--- config.mk ---
export PLATFORM = sky130hd
export DESIGN_NAME = fifo_wr_arbiter_flat
export DESIGN_NICKNAME = d
export VERILOG_FILES = /design/src/rtl/fifo_wr_arbiter_pkg.sv /design/src/rtl/fifo_wr_arbiter_if.sv /design/src/rtl/fifo_wr_arbiter_rr_pick.sv /design/src/rtl/fifo_wr_arbiter.sv /design/src/flat_wrapper.sv
export SDC_FILE = /design/constraint.sdc
export NUM_CORES = 1
export LEC_CHECK = 0
export CORE_UTILIZATION = 37
export DETAILED_ROUTE_END_ITERATION = 10
export PLACE_DENSITY = 0.8
export SLEW_MARGIN = 30
export SYNTH_ARGS = -nofsm -noshare
export SYNTH_HDL_FRONTEND = slang
export SYNTH_SLANG_ARGS = --single-unit
--- constraint.sdc ---
create_clock -name wclk -period 2.9 [get_ports wclk]
set_clock_uncertainty 0.2 [all_clocks]
set_input_delay 0.58 -clock wclk [delete_from_list [all_inputs] [get_ports wclk]]
set_output_delay 0.58 -clock wclk [all_outputs]
set_load 0.01 [all_outputs]
--- src/rtl/fifo_wr_arbiter_pkg.sv ---
// fifo_wr_arbiter_pkg: shared widths for the FIFO write arbiter (package fifo_arb_pkg)
package fifo_arb_pkg;
  localparam int BCNT_W = 4;
  function automatic int idw(input int n);
    return (n > 1) ? $clog2(n) : 1;
  endfunction
endpackage

--- src/rtl/fifo_wr_arbiter_if.sv ---
// fifo_wr_arbiter_if: requester handshakes and FIFO write port of the write arbiter
interface fifo_wr_arbiter_if import fifo_arb_pkg::*; #(parameter int NREQ = 4, parameter int DSIZE = 8);
  localparam int IW = idw(NREQ);
  logic [NREQ-1:0] req_valid;
  logic [NREQ-1:0] req_ready;
  logic [NREQ*DSIZE-1:0] req_data;
  logic wfull;
  logic win;
  logic [DSIZE-1:0] wdata;
  logic [IW-1:0] wid;
  modport master (input req_valid, req_data, wfull, output req_ready, win, wdata, wid);
  modport slave (output req_valid, req_data, wfull, input req_ready, win, wdata, wid);
endinterface

--- src/rtl/fifo_wr_arbiter_rr_pick.sv ---
// rr_pick: rotating-priority picker, first set request after index last wins
module rr_pick import fifo_arb_pkg::*; #(
  parameter int N = 4,
  localparam int IW = idw(N)
) (
  input  logic [N-1:0]  req,
  input  logic [IW-1:0] last,
  output logic [N-1:0]  gnt_onehot,
  output logic [IW-1:0] gnt_idx,
  output logic          any
);
  always_comb begin
    gnt_idx = '0;
    any = 1'b0;
    // scan from farthest to nearest so the nearest hit after last overrides
    for (int k = N; k >= 1; k--) begin
      if (req[(int'(last) + k) % N]) begin
        gnt_idx = IW'((int'(last) + k) % N);
        any = 1'b1;
      end
    end
    gnt_onehot = any ? N'(1) << gnt_idx : '0;
  end
endmodule

--- src/rtl/fifo_wr_arbiter.sv ---
// fifo_wr_arbiter: round-robin share of the async FIFO write port, registered win/wdata/wid.
// Define FIFO_ARB_BURST_EN to keep a grant on one requester for up to BURST_LEN beats.
module fifo_wr_arbiter import fifo_arb_pkg::*; #(
  parameter int NREQ = 4,
  parameter int DSIZE = 8,
  parameter int BURST_LEN = 4
) (
  input logic wclk,
  input logic wrst,
  fifo_wr_arbiter_if.master bus
);
  localparam int IW = idw(NREQ);
  if (NREQ < 2 || NREQ > 16 || BURST_LEN < 1 || BURST_LEN > 16) begin : g_bad_param
    $error("fifo_wr_arbiter: NREQ must be 2..16 and BURST_LEN 1..16");
  end
  logic r_win;
  logic [DSIZE-1:0] r_wdata;
  logic [IW-1:0] r_wid, r_last;
  logic w_load, w_any, w_pany;
  logic [NREQ-1:0] w_onehot, w_ponehot;
  logic [IW-1:0] w_idx, w_pidx;
  rr_pick #(.N(NREQ)) u_pick (
    .req(bus.req_valid),
    .last(r_last),
    .gnt_onehot(w_ponehot),
    .gnt_idx(w_pidx),
    .any(w_pany)
  );
  assign w_load = !r_win || !bus.wfull;
`ifdef FIFO_ARB_BURST_EN
  logic [BCNT_W-1:0] r_bcnt;
  logic r_own;
  logic w_room, w_keep;
  // r_own stops the reset value of last from claiming a burst before any grant
  assign w_room = int'(r_bcnt) < BURST_LEN - 1;
  assign w_keep = r_own && bus.req_valid[r_last] && w_room;
  assign w_idx = w_keep ? r_last : w_pidx;
  assign w_any = w_keep || w_pany;
  assign w_onehot = w_keep ? NREQ'(1) << r_last : w_ponehot;
  always_ff @(posedge wclk or posedge wrst)
    if (wrst) begin
      r_bcnt <= '0;
      r_own <= 1'b0;
    end else if (w_load && w_any) begin
      r_own <= 1'b1;
      r_bcnt <= (r_own && w_idx == r_last) ? (w_room ? r_bcnt + 1'b1 : r_bcnt) : '0;
    end
`else
  assign w_idx = w_pidx;
  assign w_any = w_pany;
  assign w_onehot = w_ponehot;
`endif
  assign bus.req_ready = (w_load && !wrst) ? w_onehot : '0;
  always_ff @(posedge wclk or posedge wrst)
    if (wrst) begin
      r_win <= 1'b0;
      r_wdata <= '0;
      r_wid <= '0;
      r_last <= IW'(NREQ - 1);
    end else if (w_load) begin
      r_win <= w_any;
      if (w_any) begin
        r_wdata <= bus.req_data[int'(w_idx)*DSIZE +: DSIZE];
        r_wid <= w_idx;
        r_last <= w_idx;
      end
    end
  assign bus.win = r_win;
  assign bus.wdata = r_wdata;
  assign bus.wid = r_wid;
endmodule

--- src/flat_wrapper.sv ---
// flat-port wrapper written by rule: the top's interface ports become plain ports
module fifo_wr_arbiter_flat import fifo_arb_pkg::*;
#(
  parameter int NREQ = 4,
  parameter int DSIZE = 8,
  parameter int BURST_LEN = 4
)
  (wclk, wrst, bus_req_valid, bus_req_data, bus_wfull, bus_req_ready, bus_win, bus_wdata, bus_wid);
  fifo_wr_arbiter_if #(.NREQ(NREQ), .DSIZE(DSIZE)) bus_i ();
  input logic wclk;
  input logic wrst;
  input wire logic [$bits(bus_i.req_valid)-1:0] bus_req_valid;
  input wire logic [$bits(bus_i.req_data)-1:0] bus_req_data;
  input wire logic [$bits(bus_i.wfull)-1:0] bus_wfull;
  output wire logic [$bits(bus_i.req_ready)-1:0] bus_req_ready;
  output wire logic [$bits(bus_i.win)-1:0] bus_win;
  output wire logic [$bits(bus_i.wdata)-1:0] bus_wdata;
  output wire logic [$bits(bus_i.wid)-1:0] bus_wid;
  assign bus_i.req_valid = bus_req_valid;
  assign bus_i.req_data = bus_req_data;
  assign bus_i.wfull = bus_wfull;
  assign bus_req_ready = bus_i.req_ready;
  assign bus_win = bus_i.win;
  assign bus_wdata = bus_i.wdata;
  assign bus_wid = bus_i.wid;
  fifo_wr_arbiter #(.NREQ(NREQ), .DSIZE(DSIZE), .BURST_LEN(BURST_LEN)) u_core (.wclk(wclk), .wrst(wrst), .bus(bus_i));
endmodule
; Word-level counts from Yosys, hierarchy flattened
; Index checks and enable logic that the tools add are counted.
; W data, S select, Z words.
[totals]
wordCells = 50
input_bits = 39
output_inout_bits = 15
register_bits = 13
[op_classes]
magnitude_cmp = 4
reduce_logical = 10
n_shift = 2
addsub = 4
n_bitwise = 4
mux = 22
[ops]
columns = op, n
row1 = $shiftx A32 B6 Y8, 1
row2 = $lt A3 B4 Y1 const B, 4
row3 = $mux W1, 12
row4 = $bmux W1 S2, 4
row5 = $mux W2, 4
row6 = $mux W4, 2
row7 = $reduce_or A2 Y1, 4
row8 = $add A2 B1 Y2 const B, 2
row9 = $add A2 B2 Y2 const B, 2
row10 = $and A1 B1 Y1 const A, 4
row11 = $shl A1 B2 Y4 const A, 1
row12 = $logic_not A1 Y1, 3
row13 = $reduce_and A2 Y1, 1
row14 = $logic_and A1 B1 Y1, 1
row15 = $logic_or A1 B1 Y1, 1

; Longest topological paths before layout
[depth]
depth_word = 13
mapped_depth = 7
depth_no_buf = 5

; Modules after synthesis
; Synthesis repeated with hierarchy kept, for this count alone.
[hier_totals]
cells_unflattened = 72
area_unflattened_um2 = 895.9
[modules_own_cells]
columns = mod, area_each_um2, instances, cells_each
row1 = fifo_wr_arbiter, 718.2, 1, 44
row2 = rr_pick, 177.7, 1, 28

; Worst setup path before layout
; No wires, ideal clock.
[synth_path]
path_kind = input -> output
from = in bus_req_valid[1]
to = out bus_req_ready[0]
arrival_ns = 1.743
path_slack_ns = 0.377
path_stages = 6
t_required_ns = 2.120
n_path_buf = 2
cell_sequence = and2b_1 > o21ai_4 > and3_1 > buf_6 > buf_4 > nor3b_1
[synth_between]
elab_chain_cells = 10
[synth_lines]
columns = item, line
row1 = "start, declared", flat_wrapper.sv:12  ; input wire logic [$bits(bus_i.req_valid)-1:0] bus_req_valid;
row2 = $bmux W1 S2, fifo_wr_arbiter_rr_pick.sv:17  ; if (req[(int'(last) + k) % N]) begin
row3 = $mux W1 (not written as such) (2 in a row), fifo_wr_arbiter_rr_pick.sv:17
row4 = $mux W2 (4 in a row), fifo_wr_arbiter_rr_pick.sv:17
row5 = $shl A1 B2 Y4, fifo_wr_arbiter_rr_pick.sv:22  ; gnt_onehot = any ? N'(1) << gnt_idx : '0;
row6 = $mux W4 *, fifo_wr_arbiter_rr_pick.sv:22
row7 = $mux W4 *, fifo_wr_arbiter.sv:53  ; assign bus.req_ready = (w_load && !wrst) ? w_onehot : '0;
row8 = "end, declared", flat_wrapper.sv:15  ; output wire logic [$bits(bus_i.req_ready)-1:0] bus_req_ready;
; Every way passes the cells marked *; elsewhere a longest branch is shown, timed or not. The select of a mux whose other input is x is not followed.

; Final worst setup path
[layout_path]
from = in bus_req_valid[3]
to = out bus_req_ready[3]
; Same word-level chain as after synthesis.

==> impl_metrics.py <==
metrics = {
    "logic_synthesis": {
        "synth.distinct_cells": 29,
        "synth_flop_cell": "dfrtp_1",
        "syn_area_per_cell_sq_um": 9.08,
        "synth-seq-area-share_pct": 36.8,
        "synth.largest_area_cell": "dfrtp_1",
        "ys_seq_elements": 13,
        "synth.area.top_cells": "dfrtp_1 (31%), a211oi_1 (14%), mux2i_1 (9.0%), dfstp_2 (5.9%), a31oi_1 (5.6%)",
        "yosys_warnings": 0,
        "synth_cells": 98,
        "syn-num-nets": 137,
        "syn_area_sq_um": 890,
        "synthArstFlopShare_pct": 100,
        "netlist_top_cells_count": "a211oi_1 (16), nor2_1 (12), dfrtp_1 (11), inv_1 (11)",
        "synth.most_common_cell": "a211oi_1",
        "yosys.area.top_type_share_pct": 30.9,
        "synth_edf_count": 0,
    },
    "timing": {
        "slew_headroom_pct": 81.2,
        "finalHoldViolCount": 0,
        "tightest_slew_ps": 282,
        "fmax_ghz": 0.361,
        "hold_ws_ps": 302,
        "rsz0062_at_grt": "false",
        "period_minus_slack_ps": 2770,
        "finalCritPeriodShare_pct": 95.4,
        "drv_slew": 0,
        "finalSetupViolCount": 0,
        "setup_tns_ps": 0,
    },
    "floorplanning": {
        "coreArea_sq_mm": 0.00223,
        "start_util_pct": 39.8,
        "dieArea_sq_mm": 0.00260,
        "fp.dieH_microns": 51.0,
        "pin_count": 54,
        "die_w_microns": 51.0,
        "core.rowCount": 17,
    },
    "layout": {
        "diodes": 0,
        "utilization_pct": 72.2,
        "nFillCells": 167,
        "layout.nets": 208,
        "areaGrowthSynthToFinish_pct": 81.2,
        "drive_above_1_share_pct": 24.4,
        "finalInstanceArea_sq_mm": 0.00161,
    },
    "pwr": {
        "peakVddDrop_v": 0.000415,
        "totalPowerFinal_uw": 801,
        "p_leak_nw": 0.709,
        "comb_power_share_pct": 52.6,
        "p_clk_share_pct": 14.7,
        "p_int_uw": 525,
        "p_per_area_mw_per_mm2": 497,
        "p_sw_uw": 276,
        "pwr-share-seq_pct": 32.7,
        "swShare_pct": 34.4,
    },
    "clocking": {
        "clk_pin_slew_ps": 80,
        "cts_tree": "yes",
        "clock_sinks": 13,
        "cts_max_level": 1,
        "clk_latency_ps": 280,
        "cts_buffer_depth": 2,
        "clockRootBuffer": "clkbuf_4",
        "cts_buffers": 3,
    },
    "setup_path": {
        "critPathKind": "input pin to output port",
        "cp_max_fo": 5,
        "required_ps": 2120,
        "critPathArrivalTime_ps": 1990,
        "reg2reg_slack_ps": 730,
        "endpoint_kind": "output port",
        "critPathLaunchType": "input pin",
    },
    "placement": {
        "postPlaceCellArea_sq_mm": 0.00153,
        "gp_congestion": 0.827,
        "portBuffers": 53,
        "detailed_place_hpwl_microns": 2060,
    },
    "route": {
        "ant_nets": 0,
        "drtPass1Iterations": 4,
        "first_iter_violations": 19,
        "route.vias.total": 1023,
        "routed_wl_microns": 2720,
        "drt-wirelength-per-cell_microns": 13.9,
        "drc": 0,
        "via_per_inst": 5.22,
    },
    "flow_run": {
        "drv_cap": 0,
    },
    "grt": {
        "grtUsageMet3_pct": 4.17,
        "busiest_layer": "met2",
        "met2_usage_pct": 41.4,
        "grt_usage_pct": 23.4,
        "antenna_found_initial": 0,
        "grt_max_degree": 14,
        "grt-ovfl-total": 0,
        "grt_pass1_wl_microns": 4450,
        "grtUsageMet1_pct": 27.8,
        "grt_pass1_vias": 997,
    },
    "hold_path": {
        "hold_class": "flop to flop",
    },
    "run_status": {
        "status": "finished, final reports clean",
    },
}
==> cells in the final DEF, fill, tap and decap left out <==
master / count
nand2_1: 2
and3_4: 1
dlymetal6s2s_1: 2
nor2_2: 1
or3b_4: 1
nor3b_2: 1
dlygate4sd2_1: 2
clkbuf_4: 3
nor4_4: 1
nand2_2: 1
nor2_1: 12
nor3_2: 1
mux2i_1: 8
o21ai_1: 1
o311ai_4: 1
clkdlybuf4s15_2: 1
and2b_1: 2
dfstp_2: 2
o21ai_4: 2
clkdlybuf4s50_1: 45
or2_2: 2
a211oi_1: 16
o21ai_0: 1
and3_1: 1
a31oi_1: 8
a21o_1: 1
and2b_4: 1
nor2b_2: 1
buf_2: 3
nor3_1: 1
a21oi_2: 1
buf_4: 17
clkbuf_1: 1
dfrtp_1: 11
inv_1: 11
a21oi_1: 2
==> through the flow <==
stage / instances / worst slack (ps)
2_1_floorplan: 98 / 377
3_3_place_gp: 191 / -486
3_5_place_dp: 191 / -519
4_1_cts: 196 / 10.6
5_1_grt: 196 / 56.9
6_report: 196 / 133
==> cells by family after synthesis <==
logic type / after synthesis / synth area share [%]
multiplexers: 8 / 9.00
buffers and inverters: 15 / 9.42
AND/OR/NAND/NOR: 29 / 17.3
flip-flops: 13 / 36.8
AO/OA/AOI/OAI: 33 / 27.4
==> metal layers <==
| layer | vias to the layer above | share of wire [%] |
|---|---|---|
| met1 | 488 | 44 |
| li1 | 498 | - |
| met3 | 4 | 4.8 |
| met2 | 33 | 50 |
| met4 | 0 | 1.0 |
| met5 | - | 0 |
==> layout make-up <==
| class | count | area, sq um | share of cell area (%) |
|---|---|---|---|
| Timing Repair Buffer | 70 | 647 | 40.1 |
| Sequential cell | 13 | 328 | 20.3 |
| Tap cell | 28 | 35.0 | 2.17 |
| Inverter | 11 | 41.3 | 2.56 |
| Multi-Input combinational cell | 70 | 534 | 33.2 |
| Clock buffer | 4 | 26.3 | 1.63 |
==> power groups by stage <==
stage	Combinational, mW	Sequential (mW)	Clock (mW)
2_1_floorplan	0.183	0.282	0
3_5_place_dp	0.399	0.265	0
4_1_cts	0.421	0.262	0.119
3_3_place_gp	0.391	0.264	0
5_1_grt	0.454	0.269	0.129
6_report	0.421	0.262	0.117
==> sequential cells by signal, summed over array words and instances, names as in the netlist <==
name,count
u_core.bus.wdata,8
u_core.bus.wid,2
u_core.bus.win,1
u_core.r_last,2
==> repair_timing <==
action	4_1_cts	5_1_grt
gates resized for setup	27	3
setup buffers	1	0
endpoints found under the setup margin	4	3
hold buffers	0	0
pin swaps	4	1
==> final timing paths <==
path                                    from  depth (start not counted)                   to
hold / removal             u_core.bus.wid[1]                          1    u_core.bus.wid[1]
setup reg to reg            u_core.r_last[0]                          8  u_core.bus.wdata[6]
hold reg to reg            u_core.bus.wid[1]                          1    u_core.bus.wid[1]
max in group asynchronous               wrst                          3     u_core.r_last[1]
min in group asynchronous               wrst                          3  u_core.bus.wdata[6]
setup / recovery            bus_req_valid[3]                          8     bus_req_ready[3]
==> worst max-delay path, cell delays in order <==
cell and delay (ps):
dlygate4sd2_1 330, and2b_4 210, buf_4 120, o21ai_4 60, and3_4 190, buf_4 150, nor3_1 180, buf_2 160
Power figures use the tool's default switching activity.
